===== src/rtl/project_param.sv =====
// Shared constants, state encoding and control-word layout for the PMSM drive
// supervisor.
package project_param;

  localparam int DATA_WIDTH = 16;

  localparam logic [7:0] BAND_BREAK_OPEN     = 8'h00;
  localparam logic [7:0] BAND_BREAK_CLOSE    = 8'h01;
  localparam logic [7:0] MOTOR_STOP_CMD      = 8'h00;
  localparam logic [7:0] MOTOR_START_CMD     = 8'h01;
  localparam logic [3:0] MOTOR_SPEED_MODE    = 4'h1;
  localparam logic [3:0] MOTOR_LOCATION_MODE = 4'h2;

  typedef enum logic [2:0] {
    ST_GATE_INIT,
    ST_CAN_INIT,
    ST_IDLE,
    ST_RUN,
    ST_FAULT
  } scu_state_e;

  // Every enable the supervisor drives, kept together so one register holds them.
  typedef struct packed {
    logic location_loop;
    logic location_detect;
    logic current_detect;
    logic current_loop;
    logic phase_forecast;
    logic speed_loop;
    logic gate_init;
    logic can_init;
    logic emergency_stop;
  } scu_ctrl_t;

  function automatic logic is_run_mode(input logic [3:0] mode);
    return (mode == MOTOR_SPEED_MODE) || (mode == MOTOR_LOCATION_MODE);
  endfunction

endpackage


===== src/rtl/system_control_unit.sv =====
// Top-level PMSM drive supervisor: sequences gate-driver and CAN bring-up, then
// gates the control loops from CAN commands and latches faults into an e-stop.
module system_control_unit #(
  parameter int DATA_WIDTH = project_param::DATA_WIDTH
) (
  input  logic                    sys_clk,
  input  logic                    reset_n,
  output logic                    location_loop_control_enable_out,
  output logic                    location_detection_enable_out,
  output logic                    current_enable_out,
  input  logic                    channela_detect_done_in,
  input  logic                    channelb_detect_done_in,
  input  logic                    channela_detect_err_in,
  input  logic                    channelb_detect_err_in,
  output logic [DATA_WIDTH-1:0]   current_detect_status_out,
  output logic                    current_loop_control_enable_out,
  output logic                    gate_driver_init_enable_out,
  input  logic                    gate_driver_init_done_in,
  input  logic                    gate_driver_error_in,
  output logic                    electrical_rotation_phase_forecast_enable_out,
  output logic                    can_init_enable_out,
  input  logic                    can_init_done_in,
  input  logic [DATA_WIDTH/2-1:0] band_breaks_mode_in,
  input  logic [DATA_WIDTH/2-1:0] pmsm_start_stop_mode_in,
  input  logic [DATA_WIDTH/4-1:0] pmsm_work_mode_in,
  output logic                    emergency_stop_out,
  output logic                    speed_control_enable_out,
  output logic                    system_initilization_done_out
);

  import project_param::*;

  scu_state_e             state_q, state_d;
  scu_ctrl_t              ctrl_q, ctrl_d;
  logic [DATA_WIDTH/4-1:0] mode_q, mode_d;
  logic [DATA_WIDTH-1:0]  status_q, status_d;
  logic                   init_done_q, init_done_d;

  logic [2:0] err_vec;
  logic       any_err;
  logic       start_req;
  logic       stop_req;
  logic       brake_closed;

  // Conversion-done strobes are part of the interface but carry no control meaning.
  logic unused_done;
  assign unused_done = channela_detect_done_in ^ channelb_detect_done_in;

  assign err_vec      = {gate_driver_error_in, channelb_detect_err_in, channela_detect_err_in};
  assign any_err      = |err_vec;
  assign start_req    = (pmsm_start_stop_mode_in == MOTOR_START_CMD);
  assign stop_req     = (pmsm_start_stop_mode_in == MOTOR_STOP_CMD);
  assign brake_closed = (band_breaks_mode_in == BAND_BREAK_CLOSE);

  // NOTE: every variable gets a default before the case so no path infers a latch.
  always_comb begin
    state_d     = state_q;
    mode_d      = mode_q;
    init_done_d = init_done_q;

    case (state_q)
      ST_GATE_INIT: if (gate_driver_init_done_in) state_d = ST_CAN_INIT;
      ST_CAN_INIT: begin
        if (can_init_done_in) begin
          state_d     = ST_IDLE;
          init_done_d = 1'b1;
        end
      end
      ST_IDLE: begin
        if (any_err) begin
          state_d = ST_FAULT;
        end else if (start_req && brake_closed && is_run_mode(pmsm_work_mode_in)) begin
          state_d = ST_RUN;
          mode_d  = pmsm_work_mode_in;
        end
      end
      ST_RUN: begin
        if (any_err) begin
          state_d = ST_FAULT;
        end else if (stop_req || !brake_closed) begin
          state_d = ST_IDLE;
        end
      end
      ST_FAULT: if (stop_req) state_d = ST_IDLE;
      default:  state_d = ST_GATE_INIT;
    endcase
  end

  // Fault flags accumulate in every state and clear only on the way out of FAULT.
  always_comb begin
    if (state_q == ST_FAULT && state_d != ST_FAULT) begin
      status_d = '0;
    end else begin
      status_d = status_q | {{(DATA_WIDTH-3){1'b0}}, err_vec};
    end
  end

  // Outputs decode the next state so they register together with the transition.
  always_comb begin
    ctrl_d = '0;
    case (state_d)
      ST_GATE_INIT: ctrl_d.gate_init = 1'b1;
      ST_CAN_INIT:  ctrl_d.can_init  = 1'b1;
      ST_RUN: begin
        ctrl_d.current_detect = 1'b1;
        ctrl_d.current_loop   = 1'b1;
        ctrl_d.phase_forecast = 1'b1;
        ctrl_d.speed_loop     = 1'b1;
        if (mode_d == MOTOR_LOCATION_MODE) begin
          ctrl_d.location_loop   = 1'b1;
          ctrl_d.location_detect = 1'b1;
        end
      end
      ST_FAULT: ctrl_d.emergency_stop = 1'b1;
      default:  ctrl_d = '0;
    endcase
  end

  // NOTE: sequential state uses non-blocking assignments so all registers update
  // from the same pre-edge values; reset here is synchronous and active-high.
  always_ff @(posedge sys_clk) begin
    if (reset_n) begin
      state_q     <= ST_GATE_INIT;
      ctrl_q      <= '0;
      mode_q      <= '0;
      status_q    <= '0;
      init_done_q <= 1'b0;
    end else begin
      state_q     <= state_d;
      ctrl_q      <= ctrl_d;
      mode_q      <= mode_d;
      status_q    <= status_d;
      init_done_q <= init_done_d;
    end
  end

  assign location_loop_control_enable_out              = ctrl_q.location_loop;
  assign location_detection_enable_out                 = ctrl_q.location_detect;
  assign current_enable_out                            = ctrl_q.current_detect;
  assign current_loop_control_enable_out               = ctrl_q.current_loop;
  assign electrical_rotation_phase_forecast_enable_out = ctrl_q.phase_forecast;
  assign speed_control_enable_out                      = ctrl_q.speed_loop;
  assign gate_driver_init_enable_out                   = ctrl_q.gate_init;
  assign can_init_enable_out                           = ctrl_q.can_init;
  assign emergency_stop_out                            = ctrl_q.emergency_stop;
  assign current_detect_status_out                     = status_q;
  assign system_initilization_done_out                 = init_done_q;

endmodule


===== config.mk =====
export PLATFORM = sky130hd
export DESIGN_NAME = system_control_unit
export DESIGN_NICKNAME = d
export VERILOG_FILES = /design/src/rtl/project_param.sv /design/src/rtl/system_control_unit.sv
export SDC_FILE = /design/constraint.sdc
export NUM_CORES = 1
export LEC_CHECK = 0
export BUFFER_PORTS_ARGS = -buffer_cell sky130_fd_sc_hd__buf_4
export CAP_MARGIN = 20
export CORE_ASPECT_RATIO = 1.4
export CORE_MARGIN = 2
export CORE_UTILIZATION = 41
export CTS_CLUSTER_SIZE = 24
export DETAILED_ROUTE_END_ITERATION = 8
export PLACE_DENSITY = 0.78
export RECOVER_POWER = 100
export SLEW_MARGIN = 30
export SYNTH_ARGS = -nofsm -noshare
export SYNTH_HDL_FRONTEND = slang
export SYNTH_SLANG_ARGS = --single-unit

===== constraint.sdc =====
create_clock -name sys_clk -period 1.85 [get_ports sys_clk]
set_clock_uncertainty 0.2 [all_clocks]
set_input_delay 0.0925 -clock sys_clk [delete_from_list [all_inputs] [get_ports sys_clk]]
set_output_delay 0.0925 -clock sys_clk [all_outputs]
set_load 0.005 [all_outputs]

## Word-level counts from Yosys, hierarchy flattened

Cells that the tools add are included.

| word-level totals | value |
|---|---|
| flip-flop bits (word level) | 33 |
| bits of input ports | 29 |
| output and inout bits | 26 |
| word-level logic and storage cells | 57 |

| operators by class | value |
|---|---|
| equal/unequal tests | 13 |
| mux-type cells | 16 |
| bitwise gates (word level) | 2 |
| reduce and logical (&&, ||, !) cells | 13 |

Operators by type and width:

| operator | count |
|---|---|
| two-way mux 3 bit | 7 |
| equality test 8 x 1 -> 1 bit (second input constant) | 2 |
| two-way mux 4 bit | 4 |
| OR 16 x 3 -> 16 bit | 1 |
| one-hot mux 3 bit (5 select lines) | 1 |
| equality test 3 x 2 -> 1 bit (second input constant) | 3 |
| equality test 4 x 2 -> 1 bit (second input constant) | 2 |
| zero test 8 bit | 1 |
| equality test 3 x 1 -> 1 bit (second input constant) | 2 |
| equality test 3 bit (second input constant) | 2 |
| zero test 3 bit | 2 |
| equality test 4 x 1 -> 1 bit (second input constant) | 1 |
| OR reduction 2 bit | 2 |
| logical AND 1 bit | 3 |
| two-way mux 1 bit | 3 |
| inequality test 3 bit (second input constant) | 1 |
| OR reduction 3 bit | 1 |
| logical OR 1 bit | 2 |
| two-way mux 2 bit | 1 |
| AND reduction 2 bit | 1 |
| zero test 1 bit | 1 |
| inverter 1 bit | 1 |

## Logic depth before layout (Yosys ltp)

Gate-level depths: netlist of run 1.

| logic depth | value |
|---|---|
| depth after elaboration | 9 |
| gate-level depth with buffers | 6 |
| mapped depth without buffers | 5 |

## Least setup slack after synthesis of run 1

OpenSTA, ideal clock, no wires.

| timing path | value |
|---|---|
| kind | register -> register |
| start | reg state_q[0] |
| end | reg ctrl_q, in the netlist location_loop_control_enable_out |
| library setup time | 0.079 ns |
| data arrival time | 1.316 ns |
| required time | 1.571 ns |
| path slack | 0.255 ns |
| stages on the path, launching flop included | 7 |
| path buffers | 1 |
| clock period less this slack | 1.595 ns |
| cells stage by stage | dfxtp_1 > buf_6 > nor4b_4 > nand4_1 > nor2b_4 > nand3b_2 > a211oi_2 |

| on the way | value |
|---|---|
| longest elaborated chain between the ends | 6 |
| elaborated cells between the ends (all ways) | 19 |
| classes of those cells | 6 x eq/ne; 10 x mux; 1 x bitwise; 2 x reduce/logical |

Ends and longest elaborated chain:

| what | line | text |
|---|---|---|
| start: declaration | system_control_unit.sv:33 | `scu_state_e state_q, state_d;` |
| start signal: assignment | system_control_unit.sv:129 | `state_q <= state_d;` |
| two-way mux 3 bit (on tied branches) | system_control_unit.sv:80, system_control_unit.sv:72 |  |
| two-way mux 3 bit (on tied branches) | system_control_unit.sv:78, system_control_unit.sv:70 |  |
| one-hot mux 3 bit (5 select lines) | system_control_unit.sv:61 | `case (state_q)` |
| equality test 3 x 2 -> 1 bit | system_control_unit.sv:101 | `case (state_d)` |
| inverter 1 bit (no source line) | -- |  |
| OR reduction 2 bit (no source line) | -- |  |
| end signal: assignment | system_control_unit.sv:130 | `ctrl_q <= ctrl_d;` |
| end: declaration | system_control_unit.sv:34 | `scu_ctrl_t ctrl_q, ctrl_d;` |

Several ways; a longest one is shown, not always the timed one.
A chain may end at the register's enable or synchronous reset.

## Final worst setup path of run 1

| timing path | value |
|---|---|
| start | reg state_q[1] |
| end | reg ctrl_q, in the netlist gate_driver_init_enable_out |

| on the way | value |
|---|---|
| longest elaborated chain between the ends | 5 |
| elaborated cells between the ends (all ways) | 15 |
| classes of those cells | 4 x eq/ne; 9 x mux; 2 x reduce/logical |

Ends and longest elaborated chain:

| what | line |
|---|---|
| two-way mux 3 bit (on tied branches) | system_control_unit.sv:80, system_control_unit.sv:72 |
| two-way mux 3 bit (on tied branches) | system_control_unit.sv:78, system_control_unit.sv:70 |
| one-hot mux 3 bit (5 select lines) * | system_control_unit.sv:61 |
| zero test 3 bit * | system_control_unit.sv:101 |
| two-way mux 1 bit * | system_control_unit.sv:101 |

Every way passes the cells marked *; elsewhere a longest branch is shown, timed or not.

==> tab_implementation.tex, run 1 <==
\begin{tabular}{lr}
\hline
Metric & Value \\
\hline
\multicolumn{2}{l}{\textbf{Outcome}} \\
Run status & finished with violations \\
Violations in the final reports & negative hold slack \\
\multicolumn{2}{l}{\textbf{GRT}} \\
Maximum number of pins on one net before global-route repair & 11 \\
Wire length of the first global-routing pass & 3160 um \\
Vias in the first global route & 732 \\
Antenna violations before repair & 0 \\
Residual overflow from global routing & 0 \\
Overall Global Routing Usage & 16.9\% \\
\multicolumn{2}{l}{\textbf{STA}} \\
Sum of negative setup slack & 0 ps \\
\# setup viols final & 0 \\
Slack of the critical path & 112 ps \\
Number of max-slew violations in the final report & 0 \\
Hold Vio Cnt, Final & 1 \\
Max frequency & 575 MHz \\
Min Tclk post-route & 1740 ps \\
Period utilisation layout & 93.9\% \\
RSZ-0062 raised after global routing & no \\
Worst Hold Margin & -60.4 ps \\
\multicolumn{2}{l}{\textbf{Worst setup path}} \\
Critical path arrival & 1730 ps \\
Worst setup path class & flop to flop \\
Launching instance or port of the critical path & state\_q[1] \\
Reg2Reg Capture Point & gate\_driver\_init\_enable\_out \\
Critical-path maximum fanout & 7 \\
Kind of capture point of the worst setup path & flop \\
Worst reg-to-reg setup slack & 110 ps \\
Critical path startpoint category & flop \\
Required time worst endpoint & 1840 ps \\
Worst flop-to-flop path startpoint & state\_q[1] \\
Logic depth of the worst register-to-register path & 5 \\
\multicolumn{2}{l}{\textbf{Synthesis}} \\
Cell types with the largest area share after synthesis & sky130\_fd\_sc\_hd\_\_dfxtp\_1, sky130\_fd\_sc\_hd\_\_buf\_4, sky130\_fd\_sc\_hd\_\_nor2\_1, sky130\_fd\_sc\_hd\_\_a211oi\_2, sky130\_fd\_sc\_hd\_\_nor4b\_4 \\
Most instantiated library cell after synthesis & sky130\_fd\_sc\_hd\_\_buf\_4 \\
Area share of the largest cell type after synthesis & 37.5\% \\
Number of synthesis warnings & 0 \\
Cell area after technology mapping & 853 um2 \\
Flops \& latches, synth & 16 \\
Mean instance size in the synthesized netlist & 9.59 um2 \\
Library cells used by synthesis & 35 \\
Share of synthesized registers carrying an async set or reset & 0\% \\
Main synth FF type & sky130\_fd\_sc\_hd\_\_dfxtp\_1 \\
Leading area contributor after synthesis & sky130\_fd\_sc\_hd\_\_dfxtp\_1 \\
Post-Synthesis Cells & 89 \\
Share of synthesized area occupied by flip-flops and latches & 37.5\% \\
Number of flops mapped to enable cells by yosys & 0 \\
Leading cell types by count after synthesis & sky130\_fd\_sc\_hd\_\_buf\_4, sky130\_fd\_sc\_hd\_\_dfxtp\_1, sky130\_fd\_sc\_hd\_\_nor2\_1, sky130\_fd\_sc\_hd\_\_nor3\_1 \\
\multicolumn{2}{l}{\textbf{Floorplan}} \\
Die boundary width & 42.6 um \\
IO Pins & 55 \\
Die height & 58.0 um \\
Std-Cell Rows & 19 \\
Starting Density & 43.2\% \\
Core area & 1970 um2 \\
DIE AREA & 2470 um2 \\
\multicolumn{2}{l}{\textbf{CTS}} \\
Clock sink count & 16 \\
Post-CTS setup repair buffer count & 0 \\
Clock network latency to the later pin of the worst-skew pair & 290 ps \\
Total CTS buffers & 3 \\
CTS hold repair buffers & 9 \\
TritonCTS clock tree & done \\
Buffer depth of the longest clock path & 2 \\
Clock slew seen by the registers of the worst setup and hold paths & 90 ps \\
CTS HTree Levels & 1 \\
CTS root buf & sky130\_fd\_sc\_hd\_\_clkbuf\_4 \\
\multicolumn{2}{l}{\textbf{Power and ir drop}} \\
Tot Pwr & 0.774 mW \\
Proportion of power drawn by the clock network & 30.2\% \\
Fraction of power consumed by sequential logic & 48.9\% \\
Switching power as a share of total power & 25.3\% \\
Power per Cell Area & 635 nW/um2 \\
Psw & 0.196 mW \\
Cell Int Power & 0.578 mW \\
Lkg Pwr & 0.542 nW \\
Worst-case vdd ir drop & 443 uV \\
Share of total power in combinational logic & 20.8\% \\
\multicolumn{2}{l}{\textbf{Layout}} \\
Count of placed standard cells in the final layout, fillers left out & 155 \\
Number of nets in the layout & 164 \\
Ratio of cells with drive above 1 in the final layout & 38.1\% \\
Total inserted antenna cells & 0 \\
Relative area change from synthesis to final layout & 42.8\% \\
\multicolumn{2}{l}{\textbf{Placed design}} \\
Count of buffers from port buffering & 39 \\
Number of cells after detailed placement & 143 \\
HPWL after detailed placement & 1410 um \\
Gpl congestion & 0.780 \\
Post-place setup slack & 136 ps \\
\multicolumn{2}{l}{\textbf{Detailed routing}} \\
Via/cell ratio & 4.86 \\
Wire per inst & 12.0 um \\
Number of search-and-repair iterations in the first detailed-routing pass & 4 \\
Residual DRC & 0 \\
WL final & 1860 um \\
Final antenna-violating net count & 0 \\
Detailed-route via count & 754 \\
Initial detailed-routing violation count & 15 \\
\multicolumn{2}{l}{\textbf{Hold path}} \\
Type of the most critical hold path & input pin to flop \\
Hold depth & 4 \\
Source of the worst hold timing path & pmsm\_start\_stop\_mode\_in[7] \\
Hold worst-path end & state\_q[1] \\
\multicolumn{2}{l}{\textbf{Run}} \\
Max-cap violation count & 0 \\
\hline
\end{tabular}
## flip-flops by register name (all words and copies together), names as in the netlist
| register | count |
|---|---|
| gate_driver_init_enable_out | 1 |
| emergency_stop_out | 1 |
| state_q | 3 |
| can_init_enable_out | 1 |
| current_detect_status_out | 3 |
| location_loop_control_enable_out | 1 |
| mode_q | 4 |
| current_enable_out | 1 |
| system_initilization_done_out | 1 |
## layout by cell type (no fill, tap or decap), types with 2 or more instances in the layout
cell	instances
sky130_fd_sc_hd__and2_0	2
sky130_fd_sc_hd__nand2_1	3
sky130_fd_sc_hd__nor2b_1	2
sky130_fd_sc_hd__conb_1	13
sky130_fd_sc_hd__nor3_1	4
sky130_fd_sc_hd__a31oi_1	2
sky130_fd_sc_hd__o21a_1	3
sky130_fd_sc_hd__clkbuf_4	16
sky130_fd_sc_hd__mux2i_1	2
sky130_fd_sc_hd__a21oi_1	2
sky130_fd_sc_hd__a211oi_2	2
sky130_fd_sc_hd__inv_1	2
sky130_fd_sc_hd__nor2_1	9
sky130_fd_sc_hd__dlygate4sd3_1	9
sky130_fd_sc_hd__dfxtp_1	15
sky130_fd_sc_hd__buf_4	25
## critical path: stages (launching register included)
cell	delay [ps]
sky130_fd_sc_hd__dfxtp_2	400
sky130_fd_sc_hd__nor2b_1	190
sky130_fd_sc_hd__and4_1	290
sky130_fd_sc_hd__nor2b_4	290
sky130_fd_sc_hd__a311oi_4	80
sky130_fd_sc_hd__and2_1	180
## power by group through the flow
stage,Combinational [mW],Sequential [mW],Clock (mW)
floorplan,0.0887,0.382,0
global placement,0.142,0.385,0
detailed placement,0.145,0.385,0
CTS,0.160,0.378,0.239
global route,0.177,0.382,0.258
finish,0.161,0.379,0.234
## what timing repair did
action                                 CTS  global route
gates resized for setup                  0             3
endpoints found under the hold margin   16             1
setup endpoints to repair                0             6
## cells by family after synthesis
| logic type | count (synthesis) | synth area share (%) |
|---|---|---|
| xor gates and xnor gates | 1 | 1.03 |
| muxes | 2 | 2.35 |
| buffers and inverters | 21 | 17.6 |
| and+or+nand+nor | 35 | 28.6 |
| AOI/OAI and AO/OA | 13 | 12.5 |
| other | 1 | 0.439 |
| DFF | 16 | 37.5 |
## how the worst max path moves through the flow
stage / end / slack, ps / cells past startpoint
6_report: gate_driver_init_enable_out / 110 / 5
4_1_cts: gate_driver_init_enable_out / 20 / 6
2_1_floorplan: location_loop_control_enable_out / 250 / 6
3_3_place_gp: location_loop_control_enable_out / 170 / 5
5_1_grt: gate_driver_init_enable_out / 7 / 4
3_5_place_dp: location_loop_control_enable_out / 140 / 5
## metrics by stage
step | area (um2) | utilization [%]
4_1_cts | 1210 | 61.3
3_3_place_gp | 1080 | 54.9
6_report | 1220 | 61.8
2_1_floorplan | 898 | -
3_5_place_dp | 1080 | 54.9
5_1_grt | 1220 | 61.8
## layer usage
metal	track usage, %	routed length, um	up-vias
li1	-	-	369
met5	0	0	-
met2	31.2	994	38
met3	2.18	122	4
met1	18.1	701	343
met4	9.82	40	0
## cell type report
cell class              instances  area [um2]
well taps                      21        26.3
clock buffers                   4        36.3
flip-flops and latches         16         322
multi-input cells              64         448
repair buffers                 48         379
fillers                       174         754
inverters                       2        7.51
Power figures use the tool's default switching activity.
==> run 2: changes to the inputs <==
--- a/config.mk
+++ b/config.mk
@@ -9,10 +9,9 @@
 export CAP_MARGIN = 20
 export CORE_ASPECT_RATIO = 1.4
 export CORE_MARGIN = 2
-export CORE_UTILIZATION = 41
+export CORE_UTILIZATION = 25
 export CTS_CLUSTER_SIZE = 24
 export DETAILED_ROUTE_END_ITERATION = 8
-export PLACE_DENSITY = 0.78
 export RECOVER_POWER = 100
 export SLEW_MARGIN = 30
 export SYNTH_ARGS = -nofsm -noshare
==> run 2 against run 1 <==
The flow still finishes with violations (negative hold slack). Final cell count increased by 12%. Sequential share of layout area decreased by 0.53 points. Worst hold slack improved by 34 ps. Worst setup slack improved by 5.0 ps. Global-route usage decreased by 6.3 points. Critical path depth unchanged. Wire length increased by 1.2%. First-iteration DRC count decreased by 27%. Clock power increased by 9.0%. Power increased by 2.7%. Combinational power about the same. Count of clock-buffer cells in the layout decreased by 1.
==> tab_implementation.tex, run 2 (synthesized netlist as in run 1, its figures left out) <==
\begin{tabular}{lr}
\hline
Metric & Value \\
\hline
\multicolumn{2}{l}{\textbf{Worst setup path}} \\
Logic depth of the worst register-to-register path & 5 (unchanged) \\
Critical path, cell by cell & nor4b\_4, nand4\_1, nor2b\_4, nand3b\_4, a211oi\_2 \\
Worst flop-to-flop path startpoint & state\_q[0] \\
Critical path startpoint category & flop \\
Worst stage delay on the critical path & 430 ps (+30 ps) \\
Delay-heaviest family, CP & simple AND/OR/NAND/NOR gates \\
Reg2Reg Capture Point & location\_loop\_control\_enable\_out \\
Worst reg-to-reg setup slack & 120 ps (about the same) \\
Required time worst endpoint & 1820 ps (-20 ps) \\
Slowest cell on the critical path & sky130\_fd\_sc\_hd\_\_dfxtp\_1 \\
Launching instance or port of the critical path & state\_q[0] \\
Critical path arrival & 1700 ps (-30 ps) \\
Combined buffer and inverter count along the critical path & 0 (unchanged) \\
Critical-path maximum fanout & 8 (+1) \\
Kind of capture point of the worst setup path & flop \\
Worst setup path class & flop to flop \\
\multicolumn{2}{l}{\textbf{CTS}} \\
TritonCTS clock tree & done \\
Clock slew seen by the registers of the worst setup and hold paths & 60 ps (-30 ps) \\
Total CTS buffers & 3 (unchanged) \\
CTS hold repair buffers & 8 (-1) \\
Clock network latency to the later pin of the worst-skew pair & 240 ps (-50 ps) \\
Buffer depth of the longest clock path & 2 (unchanged) \\
CTS HTree Levels & 1 (unchanged) \\
Clock sink count & 16 (unchanged) \\
CTS root buf & sky130\_fd\_sc\_hd\_\_clkbuf\_8 \\
\multicolumn{2}{l}{\textbf{Floorplan}} \\
DIE AREA & 3900 um2 (+58\%) \\
Core area & 3320 um2 (+68\%) \\
IO Pins & 55 (unchanged) \\
Std-Cell Rows & 25 (+6) \\
Die boundary width & 53.4 um (+25\%) \\
Die height & 73.1 um (+26\%) \\
Starting Density & 25.7\% (-18 points) \\
\multicolumn{2}{l}{\textbf{Placed design}} \\
Gpl congestion & 0.782 (+0.23\%) \\
Post-place setup slack & 117 ps (-19.2 ps) \\
Count of buffers from port buffering & 39 (unchanged) \\
HPWL after detailed placement & 1540 um (+8.9\%) \\
\multicolumn{2}{l}{\textbf{Detailed routing}} \\
Detailed-route via count & 745 (-1.2\%) \\
Initial detailed-routing violation count & 11 (-4) \\
Number of search-and-repair iterations in the first detailed-routing pass & 4 (unchanged) \\
Final antenna-violating net count & 0 (unchanged) \\
Wire per inst & 10.9 um (-9.3\%) \\
Via/cell ratio & 4.31 (-11\%) \\
Residual DRC & 0 (unchanged) \\
WL final & 1880 um (+1.2\%) \\
\multicolumn{2}{l}{\textbf{Layout}} \\
Most frequent standard cell in the layout excluding fill and tap cells & sky130\_fd\_sc\_hd\_\_buf\_4 \\
Ratio of cells with drive above 1 in the final layout & 37.6\% (-0.47 points) \\
Number of nets in the layout & 164 (unchanged) \\
Relative area change from synthesis to final layout & 45.7\% \\
Sequential Area & 322 um2 (unchanged) \\
Area of the multi-input gates & 448 um2 (unchanged) \\
Register containing the most flip-flops in the final layout & mode\_q \\
Total inserted antenna cells & 0 (unchanged) \\
Number of flip-flops under the largest register name & 4 (unchanged) \\
Fillers & 351 (+100\%) \\
Most used cells in the layout excluding fill and tap cells & sky130\_fd\_sc\_hd\_\_buf\_4, sky130\_fd\_sc\_hd\_\_dfxtp\_1, sky130\_fd\_sc\_hd\_\_conb\_1 \\
\multicolumn{2}{l}{\textbf{Run}} \\
Max-cap violation count & 0 (unchanged) \\
\multicolumn{2}{l}{\textbf{Outcome}} \\
Run status & finished with violations \\
Violations in the final reports & negative hold slack \\
\multicolumn{2}{l}{\textbf{GRT}} \\
Maximum number of pins on one net before global-route repair & 11 (unchanged) \\
Wire length of the first global-routing pass & 3120 um (-1.3\%) \\
Antenna violations before repair & 0 (unchanged) \\
Vias in the first global route & 760 (+3.8\%) \\
Overall Global Routing Usage & 10.6\% (-6.3 points) \\
Residual overflow from global routing & 0 (unchanged) \\
\multicolumn{2}{l}{\textbf{STA}} \\
Worst Hold Margin & -26.7 ps (+33.6 ps) \\
Max frequency & 577 MHz (+0.29\%) \\
Period utilisation layout & 93.7\% (-0.27 points) \\
Sum of negative setup slack & 0 ps (unchanged) \\
\# setup viols final & 0 (unchanged) \\
Min Tclk post-route & 1730 ps (-4.99 ps) \\
Hold Vio Cnt, Final & 1 (unchanged) \\
Number of max-slew violations in the final report & 0 (unchanged) \\
RSZ-0062 raised after global routing & no \\
Slack of the critical path & 117 ps (+4.99 ps) \\
\multicolumn{2}{l}{\textbf{Hold path}} \\
Hold depth & 4 (unchanged) \\
Hold worst-path end & state\_q[1] \\
Source of the worst hold timing path & pmsm\_start\_stop\_mode\_in[7] \\
Type of the most critical hold path & input pin to flop \\
\multicolumn{2}{l}{\textbf{Power and ir drop}} \\
Power per Cell Area & 639 nW/um2 (+0.64\%) \\
Lkg Pwr & 0.550 nW (+1.5\%) \\
Worst-case vdd ir drop & 376 uV (-15\%) \\
\hline
\end{tabular}
[run 2: cell types whose count changed in the layout (fill, tap and decap cells not counted)]
cell and delta:
sky130_fd_sc_hd__clkbuf_4 -4, sky130_fd_sc_hd__clkbuf_8 +2, sky130_fd_sc_hd__dlygate4sd3_1 -2, sky130_fd_sc_hd__and2_0 -1
sky130_fd_sc_hd__and2_1 +1, sky130_fd_sc_hd__buf_4 +1, sky130_fd_sc_hd__clkbuf_1 +1, sky130_fd_sc_hd__dlymetal6s4s_1 +1
[run 2: worst reg2reg max path: cells and delay by family, from the launching register on]
family	cells	cell delay (ps)
AND/OR/NAND/NOR	4	850
flip-flops	1	430
AO/OA/AOI/OAI	1	180
[run 2: metrics by stage]
step                      cell area (um2)  util (%)  power [mW]  hold WS, ps  instances
after floorplan                       898         -       0.471         16.3        101
after global placement               1110      33.4       0.528          112        162
after detailed placement             1110      33.4       0.532          125        162
after CTS                            1230      37.0       0.800        -21.6        173
after global routing                 1240      37.5       0.835        -15.0        173
final                                1240      37.5       0.795        -26.7        173
[run 2: how the worst max path moves through the flow]
stage / cells past startpoint / endpoint
finish: 5 / location_loop_control_enable_out
global route: 5 / mode_q[0]
CTS: 7 / location_loop_control_enable_out
detailed placement: 5 / location_loop_control_enable_out
global placement: 5 / location_loop_control_enable_out
floorplan: 6 / location_loop_control_enable_out
[run 2: repair_timing]
item                       CTS  global route
setup endpoints to repair    0             2
hold endpoints to repair    11             1
setup buffers                0             1
gates resized for setup      0             4
[run 2: per-layer routing]
layer | wire length (um) | up-vias | GRT usage (%)
met5 | 0 | - | 0
met4 | 14 | 0 | 3.42
met3 | 105 | 2 | 2.25
met2 | 1090 | 30 | 20.9
met1 | 673 | 346 | 10.4
li1 | - | 367 | -
[run 2: area by class of cell]
class / count / share of cell area (%)
clock buffer: 3 / 3.32
inverter: 2 / 0.604
multi-input combinational: 64 / 36.0
sequential: 16 / 25.9
tap: 40 / 4.02
timing repair buffer: 48 / 30.2
[run 2: power breakdown]
part	internal (mW)	switching [mW]	leakage, nW
Sequential	0.364	0.0158	0.131
Combinational	0.0935	0.0663	0.397
Clock	0.144	0.111	0.0216
Total	0.601	0.193	0.550
==> run 3: changes to the inputs <==
--- a/config.mk
+++ b/config.mk
@@ -8,7 +8,6 @@
 export BUFFER_PORTS_ARGS = -buffer_cell sky130_fd_sc_hd__buf_4
 export CAP_MARGIN = 20
 export CORE_ASPECT_RATIO = 1.4
-export CORE_MARGIN = 2
 export CORE_UTILIZATION = 25
 export CTS_CLUSTER_SIZE = 24
 export DETAILED_ROUTE_END_ITERATION = 8
==> run 3 against run 2 <==
The flow still finishes with violations (negative hold slack). Worst hold slack gained 5.2 ps. Via count shrank 2.1%. Fmax shrank 2.6%. Utilization grew 1.4 points. Wire length shrank 5.3%. Largest power group unchanged.
==> tab_implementation.tex, run 3 (synthesized netlist as in run 1, its figures left out) <==
\begin{tabular}{lr}
\hline
Metric & Value \\
\hline
\multicolumn{2}{l}{\textbf{Worst setup path}} \\
Kind of capture point of the worst setup path & flop \\
Critical path, cell by cell & dlygate4sd3\_1, buf\_4, nor4\_4, nand2\_1, a311oi\_2, and2\_1 \\
Worst setup path class & input pin to flop \\
Logic depth of the worst register-to-register path & 5 (unchanged) \\
Critical path arrival & 1770 ps (+70 ps) \\
Worst stage delay on the critical path & 540 ps (+110 ps) \\
Slowest cell on the critical path & sky130\_fd\_sc\_hd\_\_dlygate4sd3\_1 \\
Critical-path maximum fanout & 5 (-3) \\
Critical path startpoint category & input pin \\
Required time worst endpoint & 1840 ps (+20 ps) \\
\multicolumn{2}{l}{\textbf{GRT}} \\
Residual overflow from global routing & 0 (unchanged) \\
Vias in the first global route & 705 (-7.2\%) \\
Overall Global Routing Usage & 10.4\% (-0.16 points) \\
Wire length of the first global-routing pass & 2930 um (-6.2\%) \\
Maximum number of pins on one net before global-route repair & 11 (unchanged) \\
Antenna violations before repair & 0 (unchanged) \\
\multicolumn{2}{l}{\textbf{Layout}} \\
Fillers & 350 (-0.28\%) \\
Number of nets in the layout & 164 (unchanged) \\
Relative area change from synthesis to final layout & 45.0\% \\
Ratio of cells with drive above 1 in the final layout & 38.8\% (+1.2 points) \\
Register containing the most flip-flops in the final layout & mode\_q \\
Most used cells in the layout excluding fill and tap cells & sky130\_fd\_sc\_hd\_\_buf\_4, sky130\_fd\_sc\_hd\_\_dfxtp\_1, sky130\_fd\_sc\_hd\_\_conb\_1, sky130\_fd\_sc\_hd\_\_clkbuf\_4, sky130\_fd\_sc\_hd\_\_nor2\_1 \\
Util after Layout & 38.9\% (+1.4 points) \\
Most frequent standard cell in the layout excluding fill and tap cells & sky130\_fd\_sc\_hd\_\_buf\_4 \\
Total inserted antenna cells & 0 (unchanged) \\
Number of flip-flops under the largest register name & 4 (unchanged) \\
\multicolumn{2}{l}{\textbf{Power and ir drop}} \\
Share of total power in combinational logic & 18.5\% (-1.6 points) \\
Fraction of power consumed by sequential logic & 44.8\% (-3.0 points) \\
Worst-case vdd ir drop & 622 uV (+65\%) \\
Proportion of power drawn by the clock network & 36.7\% (+4.6 points) \\
Switching power as a share of total power & 23.6\% (-0.71 points) \\
Power per Cell Area & 682 nW/um2 (+6.7\%) \\
Psw & 0.199 mW (+3.1\%) \\
Cell Int Power & 0.644 mW (+7.2\%) \\
Lkg Pwr & 0.539 nW (-2.0\%) \\
\multicolumn{2}{l}{\textbf{Detailed routing}} \\
Top routing layer in use & met4 \\
Via/cell ratio & 4.21 (-2.1\%) \\
Number of search-and-repair iterations in the first detailed-routing pass & 4 (unchanged) \\
Residual DRC & 0 (unchanged) \\
WL final & 1780 um (-5.3\%) \\
Wire per inst & 10.3 um (-5.3\%) \\
Initial detailed-routing violation count & 11 (unchanged) \\
Detailed-route via count & 729 (-2.1\%) \\
Met2 wire len & 991 um (-8.8\%) \\
Routed met1 length & 640 um (-4.9\%) \\
Wire length on met3 & 137 um (+30\%) \\
Final antenna-violating net count & 0 (unchanged) \\
\multicolumn{2}{l}{\textbf{Floorplan}} \\
Core area & 3180 um2 (-4.0\%) \\
Die boundary width & 51.4 um (-3.7\%) \\
Starting Density & 26.8\% (+1.1 points) \\
Die height & 71.1 um (-2.7\%) \\
IO Pins & 55 (unchanged) \\
Std-Cell Rows & 24 (-4.0\%) \\
DIE AREA & 3650 um2 (-6.4\%) \\
\multicolumn{2}{l}{\textbf{STA}} \\
Max frequency & 562 MHz (-2.6\%) \\
RSZ-0062 raised after global routing & yes \\
\# setup viols final & 0 (unchanged) \\
Period utilisation layout & 96.2\% (+2.5 points) \\
Worst Hold Margin & -21.5 ps (+5.20 ps) \\
Min Tclk post-route & 1780 ps (+46.5 ps) \\
Number of max-slew violations in the final report & 0 (unchanged) \\
Hold Vio Cnt, Final & 1 (unchanged) \\
Slack of the critical path & 70.5 ps (-46.5 ps) \\
\multicolumn{2}{l}{\textbf{Run}} \\
Max-cap violation count & 0 (unchanged) \\
\multicolumn{2}{l}{\textbf{CTS}} \\
Clock slew seen by the registers of the worst setup and hold paths & 60 ps (about the same) \\
CTS hold repair buffers & 8 (unchanged) \\
Post-CTS setup repair buffer count & 0 (unchanged) \\
CTS root buf & sky130\_fd\_sc\_hd\_\_clkbuf\_8 \\
Clock sink count & 16 (unchanged) \\
Buffer depth of the longest clock path & 2 (unchanged) \\
CTS HTree Levels & 1 (unchanged) \\
Clock network latency to the later pin of the worst-skew pair & 250 ps (about the same) \\
TritonCTS clock tree & done \\
Total CTS buffers & 3 (unchanged) \\
\multicolumn{2}{l}{\textbf{Hold path}} \\
Type of the most critical hold path & input pin to flop \\
Hold depth & 4 (unchanged) \\
\multicolumn{2}{l}{\textbf{Placed design}} \\
Post-place setup slack & 126 ps (+9.05 ps) \\
HPWL after detailed placement & 1400 um (-8.5\%) \\
Count of buffers from port buffering & 39 (unchanged) \\
Gpl congestion & 0.757 (-3.2\%) \\
\multicolumn{2}{l}{\textbf{Outcome}} \\
Run status & finished with violations \\
Violations in the final reports & negative hold slack \\
\hline
\end{tabular}
## run 3: changes by cell type in the layout (fill, tap and decap cells not counted), sizes merged
cell / previous run / this run
clkbuf: 17 / 18
dlygate4sd3: 7 / 8
dlymetal6s4s: 1 / 0
## run 3: worst max-delay path, delay by kind of cell
family	cells	cell delay (ps)
AO/OA/AOI/OAI	1	450
buffers and inverters	2	680
AND/OR/NAND/NOR	3	550
## run 3: per-stage QoR
stage	hold WS, ps	total power [mW]	area, um2	TNS [ps]	cells
global placement	113	0.528	1100	0	161
detailed placement	115	0.530	1100	0	161
floorplan	16.3	0.471	898	0	101
CTS	-21.6	0.852	1240	0	173
finish	-21.5	0.844	1240	0	173
global route	-14.3	0.886	1240	-34.8	173
## run 3: worst paths after layout
kind / start / endpoint / slack (ps)
worst min-delay path: pmsm_start_stop_mode_in[7] / state_q[1] / -20
worst min register to register: current_detect_status_out[1] / current_detect_status_out[1] / 270
worst max register to register: state_q[1] / location_loop_control_enable_out / 130
worst max-delay path: pmsm_start_stop_mode_in[2] / gate_driver_init_enable_out / 70
## run 3: layer usage
metal  GRT usage, %  vias to the layer above
li1               -                      370
met1           10.8                      318
met4           2.70                        0
met2           19.2                       39
met5              0                        -
met3           3.87                        2
## run 3: area by class of cell
class                   instances  area, um2  share of cell area [%]
multi-input cells              64        428                    34.6
flip-flops and latches         16        320                    25.9
clock buffers                   4       55.1                    4.45
well taps                      39       48.8                    3.94
repair buffers                 48        378                    30.5
inverters                       2       7.51                   0.607
## run 3: what timing repair did
action	4_1_cts	5_1_grt
hold endpoints to repair	11	1
gates resized for setup	0	0
endpoints found under the setup margin	0	3
## run 3: power by group through the flow
stage	Sequential, mW	Clock (mW)	Combinational, mW
2_1_floorplan	0.382	0	0.0887
3_3_place_gp	0.385	0	0.142
3_5_place_dp	0.385	0	0.144
4_1_cts	0.378	0.315	0.159
5_1_grt	0.381	0.333	0.173
6_report	0.378	0.310	0.156
